File: src/rtl/pc_fetch_unit_if.sv
// Instruction-memory fetch bus: request/address out, ready/data back.
interface pc_fetch_unit_if;
  logic        imem_req;
  logic [31:0] imem_addr;
  logic        imem_ready;
  logic [31:0] imem_rdata;

  modport master (output imem_req, output imem_addr, input imem_ready, input imem_rdata);
  modport slave  (input imem_req, input imem_addr, output imem_ready, output imem_rdata);
endinterface

File: src/rtl/pc_fetch_unit.sv
// PC holder and fetch/execute sequencer for the single-cycle core.
// Fetches from imem with a ready handshake, presents instr for one EXEC cycle, then loads next_pc.
module pc_fetch_unit #(
  parameter logic [31:0] RESET_PC = 32'h0000_0000,
  parameter int unsigned TIMEOUT  = 255
) (
  input  logic                    clk,
  input  logic                    rst_n,
  pc_fetch_unit_if.master         imem,
  input  logic [31:0]             next_pc,
  input  logic                    stall,
  input  logic                    halt,
  output logic [31:0]             pc,
  output logic [31:0]             pc_plus4,
  output logic [31:0]             instr,
  output logic                    instr_valid,
  output logic [31:0]             retired,
  output logic                    halted,
  output logic                    fault,
  output logic [1:0]              fault_cause
);

  localparam int unsigned WAIT_W = (TIMEOUT > 0) ? $clog2(TIMEOUT + 1) : 1;

  localparam logic [1:0] CAUSE_NONE    = 2'b00;
  localparam logic [1:0] CAUSE_MISALGN = 2'b01;
  localparam logic [1:0] CAUSE_TIMEOUT = 2'b10;

  typedef enum logic [2:0] {
    S_IDLE,
    S_FETCH,
    S_EXEC,
    S_HALTED,
    S_FAULT
  } state_t;

  state_t              state_q, state_d;
  logic [WAIT_W-1:0]   wait_q, wait_d;
  logic [31:0]         pc_d, instr_d, retired_d;
  logic [1:0]          cause_d;
  logic                req_d, valid_d, halted_d, fault_d;
  logic                misaligned_c;
  logic                timeout_hit_c;

  assign misaligned_c   = |next_pc[1:0];
  // Hit on the edge whose increment would bring the wait count up to TIMEOUT.
  assign timeout_hit_c  = (TIMEOUT != 0) && ((32'(wait_q) + 32'd1) >= 32'(TIMEOUT));
  assign pc_plus4       = pc + 32'd4;
  assign imem.imem_addr = pc;

  always_ff @(posedge clk or negedge rst_n) begin
    if (!rst_n) begin
      state_q <= S_IDLE;
    end else begin
      state_q <= state_d;
    end
  end

  always_comb begin
    state_d = state_q;
    case (state_q)
      S_IDLE:  state_d = S_FETCH;
      S_FETCH: begin
        if (imem.imem_ready)   state_d = S_EXEC;
        else if (timeout_hit_c) state_d = S_FAULT;
      end
      S_EXEC: begin
        if (halt)              state_d = S_HALTED;
        else if (stall)        state_d = S_EXEC;
        else if (misaligned_c) state_d = S_FAULT;
        else                   state_d = S_FETCH;
      end
      S_HALTED: state_d = S_HALTED;
      S_FAULT:  state_d = S_FAULT;
      default:  state_d = S_IDLE;
    endcase
  end

  // Next values for every registered output, decided from the current state and inputs.
  always_comb begin
    req_d     = (state_d == S_FETCH);
    valid_d   = (state_d == S_EXEC);
    halted_d  = (state_d == S_HALTED);
    fault_d   = (state_d == S_FAULT);
    pc_d      = pc;
    instr_d   = instr;
    retired_d = retired;
    cause_d   = fault_cause;
    wait_d    = wait_q;
    case (state_q)
      S_FETCH: begin
        if (imem.imem_ready) begin
          instr_d = imem.imem_rdata;
          wait_d  = '0;
        end else begin
          wait_d = wait_q + WAIT_W'(1);
          if (timeout_hit_c) cause_d = CAUSE_TIMEOUT;
        end
      end
      S_EXEC: begin
        if (!halt && !stall) begin
          if (misaligned_c) begin
            cause_d = CAUSE_MISALGN;
          end else begin
            pc_d      = next_pc;
            retired_d = retired + 32'd1;
          end
        end
      end
      default: ;
    endcase
  end

  always_ff @(posedge clk or negedge rst_n) begin
    if (!rst_n) begin
      pc            <= RESET_PC;
      instr         <= '0;
      retired       <= '0;
      fault_cause   <= CAUSE_NONE;
      wait_q        <= '0;
      imem.imem_req <= 1'b0;
      instr_valid   <= 1'b0;
      halted        <= 1'b0;
      fault         <= 1'b0;
    end else begin
      pc            <= pc_d;
      instr         <= instr_d;
      retired       <= retired_d;
      fault_cause   <= cause_d;
      wait_q        <= wait_d;
      imem.imem_req <= req_d;
      instr_valid   <= valid_d;
      halted        <= halted_d;
      fault         <= fault_d;
    end
  end

endmodule

File: src/flat_wrapper.sv
// flat-port wrapper written by rule: the top's interface ports become plain ports
module pc_fetch_unit_flat 
#(
  parameter logic [31:0] RESET_PC = 32'h0000_0000,
  parameter int unsigned TIMEOUT  = 255
)
  (clk, rst_n, next_pc, stall, halt, pc, pc_plus4, instr, instr_valid, retired, halted, fault, fault_cause, imem_imem_req, imem_imem_addr, imem_imem_ready, imem_imem_rdata);
  pc_fetch_unit_if imem_i ();
  input  logic clk;
  input  logic rst_n;
  input  logic [31:0] next_pc;
  input  logic stall;
  input  logic halt;
  output logic [31:0] pc;
  output logic [31:0] pc_plus4;
  output logic [31:0] instr;
  output logic instr_valid;
  output logic [31:0] retired;
  output logic halted;
  output logic fault;
  output logic [1:0] fault_cause;
  output wire logic [$bits(imem_i.imem_req)-1:0] imem_imem_req;
  output wire logic [$bits(imem_i.imem_addr)-1:0] imem_imem_addr;
  input wire logic [$bits(imem_i.imem_ready)-1:0] imem_imem_ready;
  input wire logic [$bits(imem_i.imem_rdata)-1:0] imem_imem_rdata;
  assign imem_imem_req = imem_i.imem_req;
  assign imem_imem_addr = imem_i.imem_addr;
  assign imem_i.imem_ready = imem_imem_ready;
  assign imem_i.imem_rdata = imem_imem_rdata;
  pc_fetch_unit #(.RESET_PC(RESET_PC), .TIMEOUT(TIMEOUT)) u_core (.clk(clk), .rst_n(rst_n), .imem(imem_i), .next_pc(next_pc), .stall(stall), .halt(halt), .pc(pc), .pc_plus4(pc_plus4), .instr(instr), .instr_valid(instr_valid), .retired(retired), .halted(halted), .fault(fault), .fault_cause(fault_cause));
endmodule
File: config.mk
export PLATFORM = sky130hd
export DESIGN_NAME = pc_fetch_unit_flat
export DESIGN_NICKNAME = d
export VERILOG_FILES = /design/src/rtl/pc_fetch_unit_if.sv /design/src/rtl/pc_fetch_unit.sv /design/src/flat_wrapper.sv
export SDC_FILE = /design/constraint.sdc
export NUM_CORES = 1
export LEC_CHECK = 0
export ABC_CLOCK_PERIOD_IN_PS = 4880
export CORE_UTILIZATION = 40
export CTS_CLUSTER_SIZE = 28
export DETAILED_ROUTE_END_ITERATION = 7
export PLACE_DENSITY = 0.83
export SYNTH_ARGS = -nofsm -noshare
export SYNTH_HDL_FRONTEND = slang
export SYNTH_SLANG_ARGS = --single-unit
export TNS_END_PERCENT = 20
File: constraint.sdc
create_clock -name clk -period 4.88 [get_ports clk]
set_clock_uncertainty 0.1 [all_clocks]
set_input_delay 0.976 -clock clk [delete_from_list [all_inputs] [get_ports clk]]
set_output_delay 0.976 -clock clk [all_outputs]
set_load 0.05 [all_outputs]
== Word level (Yosys, flattened, before mapping) ==
Index checks and enable logic that the tools add are counted.
Widths: inputs -> output; s select.

* Register bits: 113
* Output and inout port bits: 166

* Add/subtract/negate cells: 4
* Order comparisons: 1
* Equal/unequal tests: 12
* Muxes and demuxes: 12
* Bitwise gates (word level): 1
* Reductions and logical operators: 9

{| class="wikitable"
|+ Operators with widths
! operator !! count
|-
| $add 32x1->32 const B || 1
|-
| $add 32x3->32 const B || 1
|-
| $ge 32x8->1 const B || 1
|-
| $mux 3 || 5
|-
| $pmux 3 s5 || 1
|-
| $eq 3x2->1 const B || 4
|-
| $add 8x1->9 const B || 1
|-
| $add 8x1->8 const B || 1
|-
| $mux 2 || 4
|-
| $mux 8 || 1
|-
| $eq 3x1->1 const B || 2
|-
| $eq 3x3->1 const B || 2
|-
| $ne 2x1->1 const B || 3
|-
| $reduce_and 5->1 || 1
|-
| $pmux 2 s2 || 1
|-
| $logic_not 3->1 || 1
|-
| $reduce_and 3->1 || 1
|-
| $logic_not 1->1 || 2
|-
| $ne 2x2->1 const B || 1
|-
| $reduce_and 2->1 || 1
|-
| $reduce_bool 2->1 || 1
|-
| $reduce_or 2->1 || 1
|-
| $logic_and 1x1->1 || 1
|-
| $not 1->1 || 1
|}

== Longest topological paths before layout ==
Gate-level depths: netlist of the first run.

* Depth after elaboration: 6
* Mapped depth: 7
* Gate-level depth less buffers: 6

== Least setup slack after synthesis of the first run ==
Ideal clock, no wire load.

* Kind: reg2out
* From: register u_core.pc[14], in the netlist u_core.imem.imem_addr[14]
* To: output pc_plus4[31]
* Arrival time: 2.859 ns
* Setup slack: 0.945 ns
* Cell stages (with the launch flop): 7
* Path through: dfrtp_1 and4_4 nand4_4 or4_4 buf_6 nor4_4 xor2_1

* Longest elaborated chain between the ends: 1

{| class="wikitable"
|+ RTL lines
! item !! line !! text
|-
| start: declaration || pc_fetch_unit.sv:13 || <nowiki>output logic [31:0] pc,</nowiki>
|-
| start signal: assignment || pc_fetch_unit.sv:126 || <nowiki>pc <= pc_d;</nowiki>
|-
| $add 32x3->32 || pc_fetch_unit.sv:48 || <nowiki>assign pc_plus4 = pc + 32'd4;</nowiki>
|-
| end: declaration || flat_wrapper.sv:15 || <nowiki>output logic [31:0] pc_plus4;</nowiki>
|}

Every way passes these cells.

== Worst setup path in the final report of the first run ==
* From: register u_core.pc[13], in the netlist u_core.imem.imem_addr[13]
* To: output pc_plus4[28]

Same word-level chain as after synthesis.

==> out/qor.yml, run 1 <==
routing:
  route.detailed.drc: 0
  ant_nets: 0
  routed_via_density: 5.26
  routed_wl_mm: 15.1
  vias: 4681
  first_pass_iters: 4
  wl_per_cell_um: 16.9
  drtIter0Drc: 294
pwr:
  power_frac_clock_pct: 20.4
  p_leak_uw: 0.00353
  switchingPower_uw: 2760
  p_total_uw: 5830
  p_per_area_nw_per_um2: 689
  p_int_uw: 3070
  seq_power_share_pct: 26.3
  p_comb_share_pct: 53.2
  ir_drop_v: 0.000443
  switching_share_pct: 47.3
sta:
  setup_violations: 0
  slew_viol_final: 0
  finalHoldViolCount: 0
  max_slew_margin_pct: 36.8
  max_freq_ghz: 0.232
  final.min_clock_period_ps: 4310
  tightest_slew_ps: 939
  tns_ps: 0
  whs_ps: 369
  rsz0062_at_grt: "false"
  fin_crit_sh_pct: 88.4
clocking:
  insertion_delay_ps: 410
  cts_tree: "done"
  clkTransAtPathRegs_ps: 50
  root_buffer: "clkbuf_16"
  cts_sinks: 113
  cts_hold_buf: 0
  cts_setup_buffers: 0
  cts-htree-levels: 4
  ctsResizeCount: 0
  cts_buffers: 17
  clock_tree.buffer_depth: 2
global_route:
  grt_pass1_vias: 4858
  antenna_found_initial: 0
  grt-ovfl-total: 0
  busiest_layer: "met2"
  grt_use_total_pct: 21.7
  grt_use_met3_pct: 8.02
  grt_max_degree: 52
  grt_pass1_wl_mm: 24.3
  grt_use_met1_pct: 23.5
  grt_util_met2_pct: 38.4
synthesis:
  synth_top_area_share_pct: 50.4
  syn_avg_cell_area_um2: 11.3
  seq_area_frac_synth_pct: 50.4
  syn-num-nets: 571
  syn_inst: 498
  yosysTopAreaCell: "dfrtp_1"
  synth_seq_cells: 113
  ys_warn_count: 0
  yosys-top-cells-area: "dfrtp_1, mux2_2, xnor2_1, buf_4, xor2_1"
  ys_types: 45
  netlist_area_um2: 5610
die:
  initial_core_util_pct: 41.7
  fp.dieArea_um2: 14500
  fp.dieW_um: 120
  top_level_ports: 235
  coreArea_um2: 13500
  fp.dieH_um: 120
  rows: 42
placed_design:
  place_hpwl_mm: 11.1
  gp_congestion: 0.902
  portBuffers: 234
  placed_area_um2: 7880
setup_path:
  worstSetupStartpoint: "u_core.imem.imem_addr[13]$_DFFE_PN0P_"
  critPathMaxFanout: 8
  path_class: "reg2out"
  crit_path_end_kind: "primary output"
  worst_ep_required_time_ps: 3800
  start_kind: "flop"
  r2r_start: "u_core.wait_q[0]$_DFFE_PN0N_"
  arrival_ps: 3240
min_path:
  hp-class: "in2async"
final_layout:
  fin_nets: 776
  area.growth.synth_to_final_pct: 50.7
  diodes: 0
  final_area_um2: 8450
  drive_above_1_share_pct: 15.0
flow_run:
  drv_cap: 0
status:
  status: "completed"
-- per-layer routing --
metal / share of wire (%) / up-vias
met3: 9.2 / 36
met4: 2.4 / 0
met5: 0 / -
li1: - / 2131
met1: 38 / 2267
met2: 51 / 247
-- per-stage QoR --
stage	utilization [%]	std cells	setup WS [ps]
6_report	62.8	890	566
5_1_grt	62.8	890	356
4_1_cts	62.8	890	538
3_5_place_dp	58.6	860	982
3_3_place_gp	58.6	860	1070
2_1_floorplan	-	498	945
-- flip-flops by register name (all words and copies together), names as in the netlist --
name / count
u_core.instr_valid: 1
u_core.state_q: 3
u_core.instr: 32
u_core.fault_cause: 2
u_core.imem.imem_addr: 32
u_core.halted: 1
u_core.imem.imem_req: 1
u_core.retired: 32
u_core.wait_q: 8
u_core.fault: 1
-- cell families (layout without fill, tap and decap cells) --
family	Yosys count	after routing	synth area share, %
and+or+nand+nor	165	165	16.6
DFF	113	113	50.4
xor gates and xnor gates	60	60	9.37
muxes	60	60	12.1
buffers and inverters	60	276	6.56
AOI/OAI and AO/OA	36	36	4.04
adders and majority gates	4	4	0.893
-- worst max-delay path: stages (launching register included) --
cell and delay (ps):
dfrtp_1 480, and4_4 300, nand4_4 130, or4_4 600, nor4_1 320, xor2_1 170, clkdlybuf4s50_1 810
-- cells in the mapped netlist, drive strengths merged --
cell	count
o311ai	1
buf	41
a32oi	1
nor4	10
clkbuf	13
o21bai	1
nor3b	1
a221o	1
nor2b	5
and3	4
nand3	29
inv	6
a21oi	4
a211oi	1
a31o	1
ha	4
nor4bb	1
nand2	34
nor3	10
a31oi	1
mux2	60
o21ai	17
nand4b	2
o31ai	4
and2	6
or3b	1
and4	9
nor2	25
or4	1
or2	2
o211a	1
dfrtp	113
a21o	2
xnor2	36
nand2b	4
or4b	1
a2111oi	1
xor2	24
nand4	20
-- power by group through the flow --
stage / logic, uW / registers, uW / clock network [uW]
6_report: 3100 / 1530 / 1190
5_1_grt: 3210 / 1580 / 1260
4_1_cts: 3120 / 1530 / 1220
3_5_place_dp: 3110 / 1540 / 0
3_3_place_gp: 3090 / 1510 / 0
2_1_floorplan: 1340 / 2320 / 0
-- path summary, 6_finish.rpt --
check	end	slack, ps	depth (start not counted)
worst min register to register	u_core.retired[31]$_DFFE_PN0P_	380	1
worst max-delay path	pc_plus4[28]	570	6
min in group clk	u_core.retired[31]$_DFFE_PN0P_	380	1
worst min-delay path	u_core.instr[22]$_DFFE_PN0P_	370	1
worst max register to register	u_core.imem.imem_req$_DFF_PN0_	2160	6
max in group asynchronous	u_core.imem.imem_addr[22]$_DFFE_PN0P_	3320	2
-- placed cells by master (no fill, tap or decap), types with 2 or more instances in the layout --
master,netlist,final
clkbuf_16,0,17
or2_2,2,2
xor2_1,24,24
clkbuf_1,13,3
nand3_1,29,29
nor4_1,8,7
mux2_2,60,60
o21ai_0,17,17
and2_1,6,6
o31ai_1,4,4
clkbuf_8,0,4
nor2_1,25,24
nand2b_1,4,4
buf_4,34,7
and4_1,8,8
a21oi_1,4,4
nand4b_1,2,2
clkinv_2,0,4
nor4_4,2,2
bufinv_16,0,2
dfrtp_1,113,113
nor2b_1,5,5
a21o_1,2,2
nand4_1,18,18
inv_1,6,6
ha_1,4,4
nor3_1,10,9
clkdlybuf4s50_1,0,233
nand2_1,34,34
and3_1,4,4
xnor2_1,36,36
-- area by class of cell --
type,count,area [um2]
well taps,176,220
inverters,6,22.5
clock inverters,6,80.1
flip-flops and latches,113,2830
fillers,1066,5000
clock buffers,24,492
multi-input cells,325,2420
repair buffers,240,2380
Power figures use the tool's default switching activity.
==> inputs of run 2 (changes only) <==
--- a/config.mk
+++ b/config.mk
@@ -10,6 +10,7 @@
 export CTS_CLUSTER_SIZE = 28
 export DETAILED_ROUTE_END_ITERATION = 7
 export PLACE_DENSITY = 0.83
+export SKIP_LAST_GASP = 1
 export SYNTH_ARGS = -nofsm -noshare
 export SYNTH_HDL_FRONTEND = slang
 export SYNTH_SLANG_ARGS = --single-unit
==> results of run 2 <==
No change in the layout: final DEF, timing and power equal those of run 1.
==> inputs of run 3 (changes only) <==
--- a/config.mk
+++ b/config.mk
@@ -5,11 +5,11 @@
 export SDC_FILE = /design/constraint.sdc
 export NUM_CORES = 1
 export LEC_CHECK = 0
-export ABC_CLOCK_PERIOD_IN_PS = 4880
-export CORE_UTILIZATION = 40
+export ABC_CLOCK_PERIOD_IN_PS = 3850
+export CORE_UTILIZATION = 39
 export CTS_CLUSTER_SIZE = 28
 export DETAILED_ROUTE_END_ITERATION = 7
-export PLACE_DENSITY = 0.83
+export PLACE_DENSITY = 0.84
 export SKIP_LAST_GASP = 1
 export SYNTH_ARGS = -nofsm -noshare
 export SYNTH_HDL_FRONTEND = slang
==> constraint.sdc (replaced) <==
create_clock -name clk -period 3.85 [get_ports clk]
set_clock_uncertainty 0.1 [all_clocks]
set_input_delay 0.77 -clock clk [delete_from_list [all_inputs] [get_ports clk]]
set_output_delay 0.77 -clock clk [all_outputs]
set_load 0.05 [all_outputs]
==> run 3 against run 2 <==
- final cell count rose by 0.90%
- wire length fell by 1.1%
- first-iteration DRC count rose by 3.4%
- core utilization fell by 1.9 points
- register-to-register slack got worse by 920 ps
- combinational power rose by 26%
- die area rose by 2.5%
==> out/qor.yml, run 3 (synthesis gave the netlist of run 1 again) <==
die:
  top_level_ports: 235  # unchanged
  fp.dieArea_um2: 14900  # was 14,500 um2
  fp.dieW_um: 122  # was 120 um
  initial_core_util_pct: 40.2  # was 41.7%
  fp.dieH_um: 122  # was 120 um
  coreArea_um2: 13900  # was 13,500 um2
  rows: 43  # was 42
global_route:
  grt_use_total_pct: 21.1  # was 21.7%
  grt_pass1_wl_mm: 24.0  # was 24.3 mm
  antenna_found_initial: 0  # unchanged
  grt-ovfl-total: 0  # unchanged
  grt_max_degree: 90  # was 52
  grt_pass1_vias: 4906  # was 4,858
sta:
  tightest_slew_ps: 1110  # was 939 ps
  final.min_clock_period_ps: 3680
  max_slew_margin_pct: 26.1  # was 36.8%
  setup_violations: 0  # unchanged
  finalHoldViolCount: 0  # unchanged
  slew_viol_final: 0  # unchanged
  setup_ws_ps: 175  # was 566 ps
  rsz0062_at_grt: "true"  # was false
  fin_crit_sh_pct: 95.5
  max_freq_ghz: 0.272
setup_path:
  worst_ep_required_time_ps: 2980  # was 3800 ps
  cp_cell_sequence: "ha_1 -> and4_1 -> nand3_1 -> nor2_1 -> nand3_1 -> xnor2_1 -> clkdlybuf4s50_1"  # was and4_4 -> nand4_4 -> or4_4 -> nor4_1 -> xor2_1 -> clkdlybuf4s50_1
  cp_slowest_cell: "clkdlybuf4s50_1"  # unchanged
  path_buf_inv: 1  # unchanged
  crit_path_end_kind: "primary output"  # unchanged
  start_kind: "flop"  # unchanged
  path_class: "reg2out"  # unchanged
  cp_slowest_stage_delay_ps: 810  # about the same
  path_common_cell: "nand3_1"
  crit_family: "buffers and inverters"  # was simple AND/OR/NAND/NOR gates
  critPathMaxFanout: 6  # was 8
  arrival_ps: 2810  # was 3240 ps
pwr:
  p_per_area_nw_per_um2: 881  # was 689 nW/um2
  ir_drop_v: 0.000650  # was 0.000443 V
  p_leak_uw: 0.00359  # was 0.00353 uW
  p_total_uw: 7480  # was 5830 uW
routing:
  first_pass_iters: 6  # was 4
  vias: 4719  # was 4,681
  route.detailed.drc: 0  # unchanged
  ant_nets: 0  # unchanged
  routed_wl_mm: 14.9  # was 15.1 mm
  wl_per_cell_um: 16.6  # was 16.9 um
  routed_via_density: 5.26  # about the same
  drtIter0Drc: 304  # was 294
final_layout:
  fin_nets: 778  # was 776
  drive_above_1_share_pct: 17.1  # was 15.0%
  utilization_pct: 60.9  # was 62.8%
  final_cell_mix: "clkdlybuf4s50_1, dfrtp_1, mux2_2, xnor2_1, nand2_1"  # unchanged
  final-seq-area_um2: 2830  # unchanged
  final_area_um2: 8480  # was 8450 um2
  instances_no_fill: 898  # was 890
  final_common_cell: "clkdlybuf4s50_1"  # unchanged
  fillers: 1081  # was 1,066
  area.growth.synth_to_final_pct: 51.3  # was 50.7%
  diodes: 0  # unchanged
  multi_input_area_um2: 2420  # about the same
placed_design:
  dp_slack_ps: 527  # was 982 ps
  placed_area_um2: 7860  # was 7880 um2
  dp.cells: 866  # was 860
  portBuffers: 234  # unchanged
  place_hpwl_mm: 11.0  # was 11.1 mm
  gp_congestion: 0.907  # was 0.902
clocking:
  clock_tree.buffer_depth: 2  # unchanged
  root_buffer: "clkbuf_16"  # unchanged
  insertion_delay_ps: 410  # about the same
  cts-htree-levels: 4  # unchanged
  clkTransAtPathRegs_ps: 50  # about the same
  cts_tree: "done"  # unchanged
  cts_sinks: 113  # unchanged
  cts_buffers: 17  # unchanged
flow_run:
  drv_cap: 0  # unchanged
min_path:
  hp-class: "reg2reg"  # was in2async
status:
  status: "completed"  # unchanged
run 3: changes by cell type in the layout (fill, tap and decap cells not counted):
cell,delta
clkinv_4,+1
bufinv_16,+1
dlymetal6s2s_1,+1
buf_4,+14
clkinv_2,-1
nor4_2,-1
clkdlybuf4s50_1,-13
nor4_1,+1
clkinvlp_4,+2
clkbuf_1,-1
run 3: worst paths after layout:
kind                                                 startpoint                              endpoint  slack (ps)  cells after the start
setup / recovery           u_core.imem.imem_addr[2]$_DFFE_PN0P_                          pc_plus4[18]         170                      7
hold / removal                   u_core.retired[31]$_DFFE_PN0P_        u_core.retired[31]$_DFFE_PN0P_         390                      1
setup reg to reg                   u_core.wait_q[1]$_DFFE_PN0N_        u_core.imem.imem_req$_DFF_PN0_        1240                      6
hold reg to reg                  u_core.retired[31]$_DFFE_PN0P_        u_core.retired[31]$_DFFE_PN0P_         390                      1
max in group asynchronous                                 rst_n  u_core.imem.imem_addr[9]$_DFFE_PN0P_        2280                      2
min in group asynchronous                                 rst_n          u_core.instr[12]$_DFFE_PN0P_         470                      1
run 3: power by group:
| part | internal [uW] | switching, uW | total [uW] |
|---|---|---|---|
| Clock | 1080 | 533 | 1620 |
| Sequential | 1530 | 414 | 1950 |
| Combinational | 1330 | 2580 | 3910 |
| Total | 3950 | 3530 | 7480 |
run 3: what timing repair did:
action	4_1_cts	5_1_grt
endpoints found under the setup margin	0	2
resized for setup	0	1
buffers inserted	0	0
hold buffers	0	0
run 3: metal layers:
layer,global-route usage (%),share of wire (%)
met1,23.0,39
met2,37.5,51
met3,6.88,8.1
met4,8.64,1.9
met5,0,0
run 3: area by class of cell:
| class | instances | area share (%) |
|---|---|---|
| clock buffer | 23 | 5.75 |
| clock inverter | 9 | 1.52 |
| inverter | 6 | 0.265 |
| multi-input combinational | 325 | 28.5 |
| sequential | 113 | 33.3 |
| tap | 180 | 2.65 |
| timing repair buffer | 242 | 28.0 |
run 3: through the flow:
step	hold WS, ps	TNS [ps]
CTS	390	0
floorplan	374	0
global route	408	-23.2
finish	386	0
global placement	362	0
detailed placement	378	0
run 3: worst reg2reg max path: cells and delay by family (launching register included):
kind	cells	cell delay (ps)
adder cells (fa/ha/maj)	1	400
flip-flops	1	490
AO/OA/AOI/OAI	4	1310
AND/OR/NAND/NOR	1	150
==> RTL edit 1: new RTL, flow settings as in run 3 <==
`TIMEOUT` is set to 255 in 2 places; all go to 510.
--- a/src/rtl/pc_fetch_unit.sv
+++ b/src/rtl/pc_fetch_unit.sv
@@ -3,5 +3,5 @@
 module pc_fetch_unit #(
   parameter logic [31:0] RESET_PC = 32'h0000_0000,
-  parameter int unsigned TIMEOUT  = 255
+  parameter int unsigned TIMEOUT  = 510
 ) (
   input  logic                    clk,
--- a/src/flat_wrapper.sv
+++ b/src/flat_wrapper.sv
@@ -3,5 +3,5 @@
 #(
   parameter logic [31:0] RESET_PC = 32'h0000_0000,
-  parameter int unsigned TIMEOUT  = 255
+  parameter int unsigned TIMEOUT  = 510
 )
   (clk, rst_n, next_pc, stall, halt, pc, pc_plus4, instr, instr_valid, retired, halted, fault, fault_cause, imem_imem_req, imem_imem_addr, imem_imem_ready, imem_imem_rdata);
Formal check against the unedited RTL: no difference found for any inputs over 4 cycles, from zero or initial values and one cycle with rst_n low; that may be too few to reach the edited logic, so the function may still have changed.
==> RTL edit 1 against run 3 <==
Synthesized area down 1.3%; global-route usage shrank 0.64 points; sequential cell count grew 1; wire length decreased by 1.1%; cell area down 0.94%; worst setup slack got worse by 0.11 ns; die area shrank 1.3%.
Power is not compared: it rests on default switching activity, and its combinational part moved more than twofold at a synthesized area within 25%.
==> RTL edit 1: results (changes against run 3) <==
----------------------------------------------------
[Cells and area]
  Diode insertion count for antenna repair ... 0 (unchanged)
  Layout cell share with drive strength beyond 1 ... 16.6% (-0.56 points)
  Post-layout net count ... 772 (-0.77%)
  Filler cells ... 1067 (-1.3%)

[Synthesis]
  Number of unique standard cell types used by synthesis ... 42 (-6.7%)
  Share of Yosys cell area claimed by the top area cell type ... 51.6% (+1.1 points)
  Total number of yosys warnings ... 0 (unchanged)
  Primary flip-flop cell chosen by synthesis mapping ... sky130_fd_sc_hd__dfrtp_1
  Synth Net Count ... 559 (-2.1%)
  Most used standard cells in the synthesized netlist ... sky130_fd_sc_hd__dfrtp_1, sky130_fd_sc_hd__mux2_2, sky130_fd_sc_hd__xnor2_1
  Proportion of register bits with asynchronous set or reset after synthesis ... 100% (unchanged)
  Top area cells in the synthesized netlist ... sky130_fd_sc_hd__dfrtp_1, sky130_fd_sc_hd__mux2_2, sky130_fd_sc_hd__xnor2_1
  Sequential element share of the synthesized area ... 51.6% (+1.1 points)

[Status]
  Status ... completed

[GRT]
  Largest net degree at the start of global routing ... 87 (-3.3%)
  Number of antenna violations at the first check in global routing ... 0 (unchanged)
  First-pass GRT wire length ... 22900 µm (-4.9%)
  GRT Util Overall ... 20.5% (-0.64 points)
  Number of global-route vias before repair ... 4490 (-8.5%)

[Critical path]
  Crit Path Max Fanout ... 9 (+3)
  Max stage delay cell, worst path ... sky130_fd_sc_hd__clkdlybuf4s50_1
  Worst stage delay on the critical path ... 0.81 ns (about the same)
  Arrival time at the worst endpoint ... 2.91 ns (+0.10 ns)
  Top delay family on crit path ... simple AND/OR/NAND/NOR gates

[Timing]
  Worst-case headroom to the max-slew limit ... 26.5% (+0.38 points)

[Placement]
  Final GP Congestion ... 0.935 (+3.1%)
  Port Buf Inserts ... 234 (unchanged)
  Final HPWL from detailed placement ... 11000 µm (-0.17%)

[Clock tree]
  Num CTS Buffers ... 17 (unchanged)
  Level count of the clock H-tree ... 4 (unchanged)
  Clock transition at path regs ... roughly 0.060 ns
  Clock insertion delay at the later pin of the skew report ... 0.41 ns (about the same)
  Clock buffer depth ... 2 (unchanged)
  Clock root cell ... sky130_fd_sc_hd__clkbuf_16

[Worst hold path]
  Hold crit path type ... reg2reg

[Route]
  Remaining antenna violation count after routing ... 0 (unchanged)
  Drt pass-1 iters ... 4 (-2)
  Drt first-iter violations ... 184 (-39%)
  Routed wire length ... 14800 µm (-1.1%)
  Routed vias ... 4509 (-4.5%)

[Power and ir drop]
  Largest vdd supply drop ... 0.289 mV
  Switching portion of total power ... a little under two fifths
  Static leakage power ... around 3.5 nW

----------------------------------------------------
## RTL edit 1: layer usage
metal  track usage, %  vias to the layer above  share of wire, %
met3             5.64                       20               6.2
met2             35.9                      184                53
met4             8.02                        0               1.6
met5                0                        -                 0
met1             23.5                     2219                39
li1                 -                     2086                 -
## RTL edit 1: metrics by stage
stage          total power, mW  worst slack, ns  utilization, %  cell area, µm²  instances
6_report                  4.83           0.0697            60.5            8400        892
5_1_grt                   5.01          -0.0896            60.5            8400        892
4_1_cts                   4.88           0.0147            60.5            8400        892
3_5_place_dp              3.32            0.422            56.3            7810        860
3_3_place_gp              3.29            0.452            56.3            7810        860
2_1_floorplan             2.70            0.382               -            5530        486
## RTL edit 1: timing repair
action / CTS / global route
setup endpoints to repair: 1 / 5
gates resized for setup: 1 / 1
hold endpoints to repair: 0 / 0
buffers inserted: 0 / 0
## RTL edit 1: power by group through the flow
stage                     logic, mW  clock network (mW)  registers, mW
after CTS                      1.77                1.57           1.54
after detailed placement       1.77                   0           1.56
after global placement         1.75                   0           1.54
after global routing           1.82                1.62           1.57
after floorplan               0.557                   0           2.14
final                          1.76                1.54           1.54
## RTL edit 1: worst register-to-register path: cells and delay by family, from the launching register on
family	cells	cell delay (ns)
DFF	1	0.44
and+or+nand+nor	3	0.69
muxes	1	0.43
buffers and inverters	1	0.45
## RTL edit 1: cells by family (layout without fill, tap and decap cells)
logic type	count (synthesis)	count (layout)	synth area share (%)
flip-flops	114	114	51.6
multiplexers	59	59	12.0
adder cells (fa/ha/maj)	4	4	0.905
AO/OA/AOI/OAI	43	43	4.50
buffers and inverters	55	281	6.24
XOR/XNOR	61	61	9.66
AND/OR/NAND/NOR	150	150	15.1
## RTL edit 1: path summary, 6_finish.rpt
check / startpoint / to / slack [ns] / cells past startpoint
worst max-delay path: u_core.imem.imem_addr[12] / pc_plus4[23] / 0.07 / 5
max in group asynchronous: rst_n / u_core.instr[6] / 2.26 / 2
worst min-delay path: u_core.retired[31] / u_core.retired[31] / 0.37 / 1
worst min register to register: u_core.retired[31] / u_core.retired[31] / 0.37 / 1
worst max register to register: u_core.state_q[0] / u_core.imem.imem_addr[30] / 1.62 / 5
min in group asynchronous: rst_n / u_core.retired[25] / 0.46 / 1
## RTL edit 1: cell type report
cell class,instances,area (µm²),share of cell area (%)
Clock buffer,20,457,5.43
Tap cell,180,225,2.68
Multi-Input combinational cell,317,2340,27.8
Sequential cell,114,2850,33.9
Clock inverter,12,134,1.59
Timing Repair Buffer,240,2360,28.1
Inverter,9,33.8,0.402
==> RTL edit 2: new RTL, flow settings as in run 3 <==
Without the edit above. `instr` no longer has a reset.
--- a/src/rtl/pc_fetch_unit.sv
+++ b/src/rtl/pc_fetch_unit.sv
@@ -115,5 +115,4 @@
     if (!rst_n) begin
       pc            <= RESET_PC;
-      instr         <= '0;
       retired       <= '0;
       fault_cause   <= CAUSE_NONE;
@@ -125,5 +124,4 @@
     end else begin
       pc            <= pc_d;
-      instr         <= instr_d;
       retired       <= retired_d;
       fault_cause   <= cause_d;
@@ -136,4 +134,8 @@
   end
 
+  always_ff @(posedge clk) begin
+    instr <= instr_d;
+  end
+
 endmodule
 
Check against the original RTL: differs if rst_n is asserted again (counterexample within 4 cycles, from zero or initial values and one cycle with rst_n low); with rst_n held inactive, the same outputs for 10 cycles.
==> RTL edit 2 against run 3 <==
Cell count decreased by 6.8%; largest cell class unchanged; clock power decreased by 4%; cell area down 2.8%; sequential cell count stayed put; wire length fell by 9.5%; worst setup slack better by 0.037 ns; total power shrank 32%; fmax rose by 1.0%; largest power group unchanged; global-route usage down 1.4 points; synthesized area fell by 5.3%; sequential power is 20% lower; count of clock-buffer cells in the layout fell by 5.
==> RTL edit 2: results (changes against run 3) <==
----------------------------------------------------
[GRT]
  Met2 Track Usage GR ... 34.5% (-3.0 points)
  GRT Util Overall ... 19.7% (-1.4 points)
  Number of global-route vias before repair ... 4111 (-16%)
  First-pass GRT wire length ... 21600 µm (-10%)
  Largest net degree at the start of global routing ... 82 (-8.9%)
  Met3 Track Usage GR ... 5.02% (-1.9 points)
  Global-route met1 utilization ... 22.2% (-0.82 points)

[Critical path]
  Endpoint of the worst setup timing path ... pc_plus4[14]
  Arrival time at the worst endpoint ... 2.77 ns (-0.04 ns)
  Register-to-register setup slack ... 1.56 ns (+0.32 ns)
  Endpoint of the worst-slack reg-to-reg timing path ... u_core.fault

[Route]
  Routed vias ... 4160 (-12%)
  Wl on met1 ... 5290 µm (-9.9%)
  Met2 routed WL ... 7120 µm (-6.0%)
  Drt first-iter violations ... 174 (-43%)
  Avg WL per Cell ... 16.1 µm (-2.9%)

[Worst hold path]
  WHS Endpoint ... u_core.retired[23]

[Power and ir drop]
  Internal Pwr Total ... 3.05 mW (-23%)
  Total combinational power ... 1.96 mW (-50%)

[Cells and area]
  Proportion of cell area occupied by multi-input gates ... 24.0% (-4.5 points)
  Proportion of cell area occupied by registers ... 36.2% (+2.9 points)
  Count of inverters not on the clock network in the layout ... 8 (+2)
  Post-layout net count ... 721 (-7.3%)
  Multi-input gate count ... 271 (-17%)
  Filler cells ... 1021 (-5.6%)

[Synthesis]
  Sequential element share of the synthesized area ... 56.3% (+5.8 points)
  Most used standard cells in the synthesized netlist ... sky130_fd_sc_hd__dfrtp_1, sky130_fd_sc_hd__xnor2_1, sky130_fd_sc_hd__buf_4
  Proportion of register bits with asynchronous set or reset after synthesis ... 71.7% (-28 points)
  Number of unique standard cell types used by synthesis ... 50 (+11%)

[Placement]
  Worst slack at placement ... 0.520 ns (-0.00697 ns)
  Final HPWL from detailed placement ... 10000 µm (-8.4%)

[Status]
  Status ... completed

----------------------------------------------------
RTL edit 2: changes by cell type after synthesis, moves of 8 or more:
cell and change:
sky130_fd_sc_hd__edfxtp_1 +32, sky130_fd_sc_hd__mux2_2 -31, sky130_fd_sc_hd__xor2_1 -8, sky130_fd_sc_hd__dfrtp_1 -32
sky130_fd_sc_hd__nor2_1 -8
RTL edit 2: kinds of logic after synthesis:
group | share of synthesized area [%]
xor+xnor | 9.73
compound gates | 4.93
fa+ha+maj | 0.943
simple gates | 15.5
mux | 6.15
buf+inv | 6.48
flops | 56.3
RTL edit 2: metrics by stage:
stage | instances | instance area [µm²] | power, mW | utilization (%) | hold slack [ns]
final | 837 | 8250 | 5.07 | 62.3 | 0.392
after global routing | 837 | 8250 | 5.25 | 62.3 | 0.417
after CTS | 837 | 8250 | 5.12 | 62.3 | 0.398
after detailed placement | 805 | 7650 | 3.54 | 57.8 | 0.387
after global placement | 805 | 7650 | 3.51 | 57.8 | 0.363
after floorplan | 438 | 5310 | 2.88 | - | 0.374
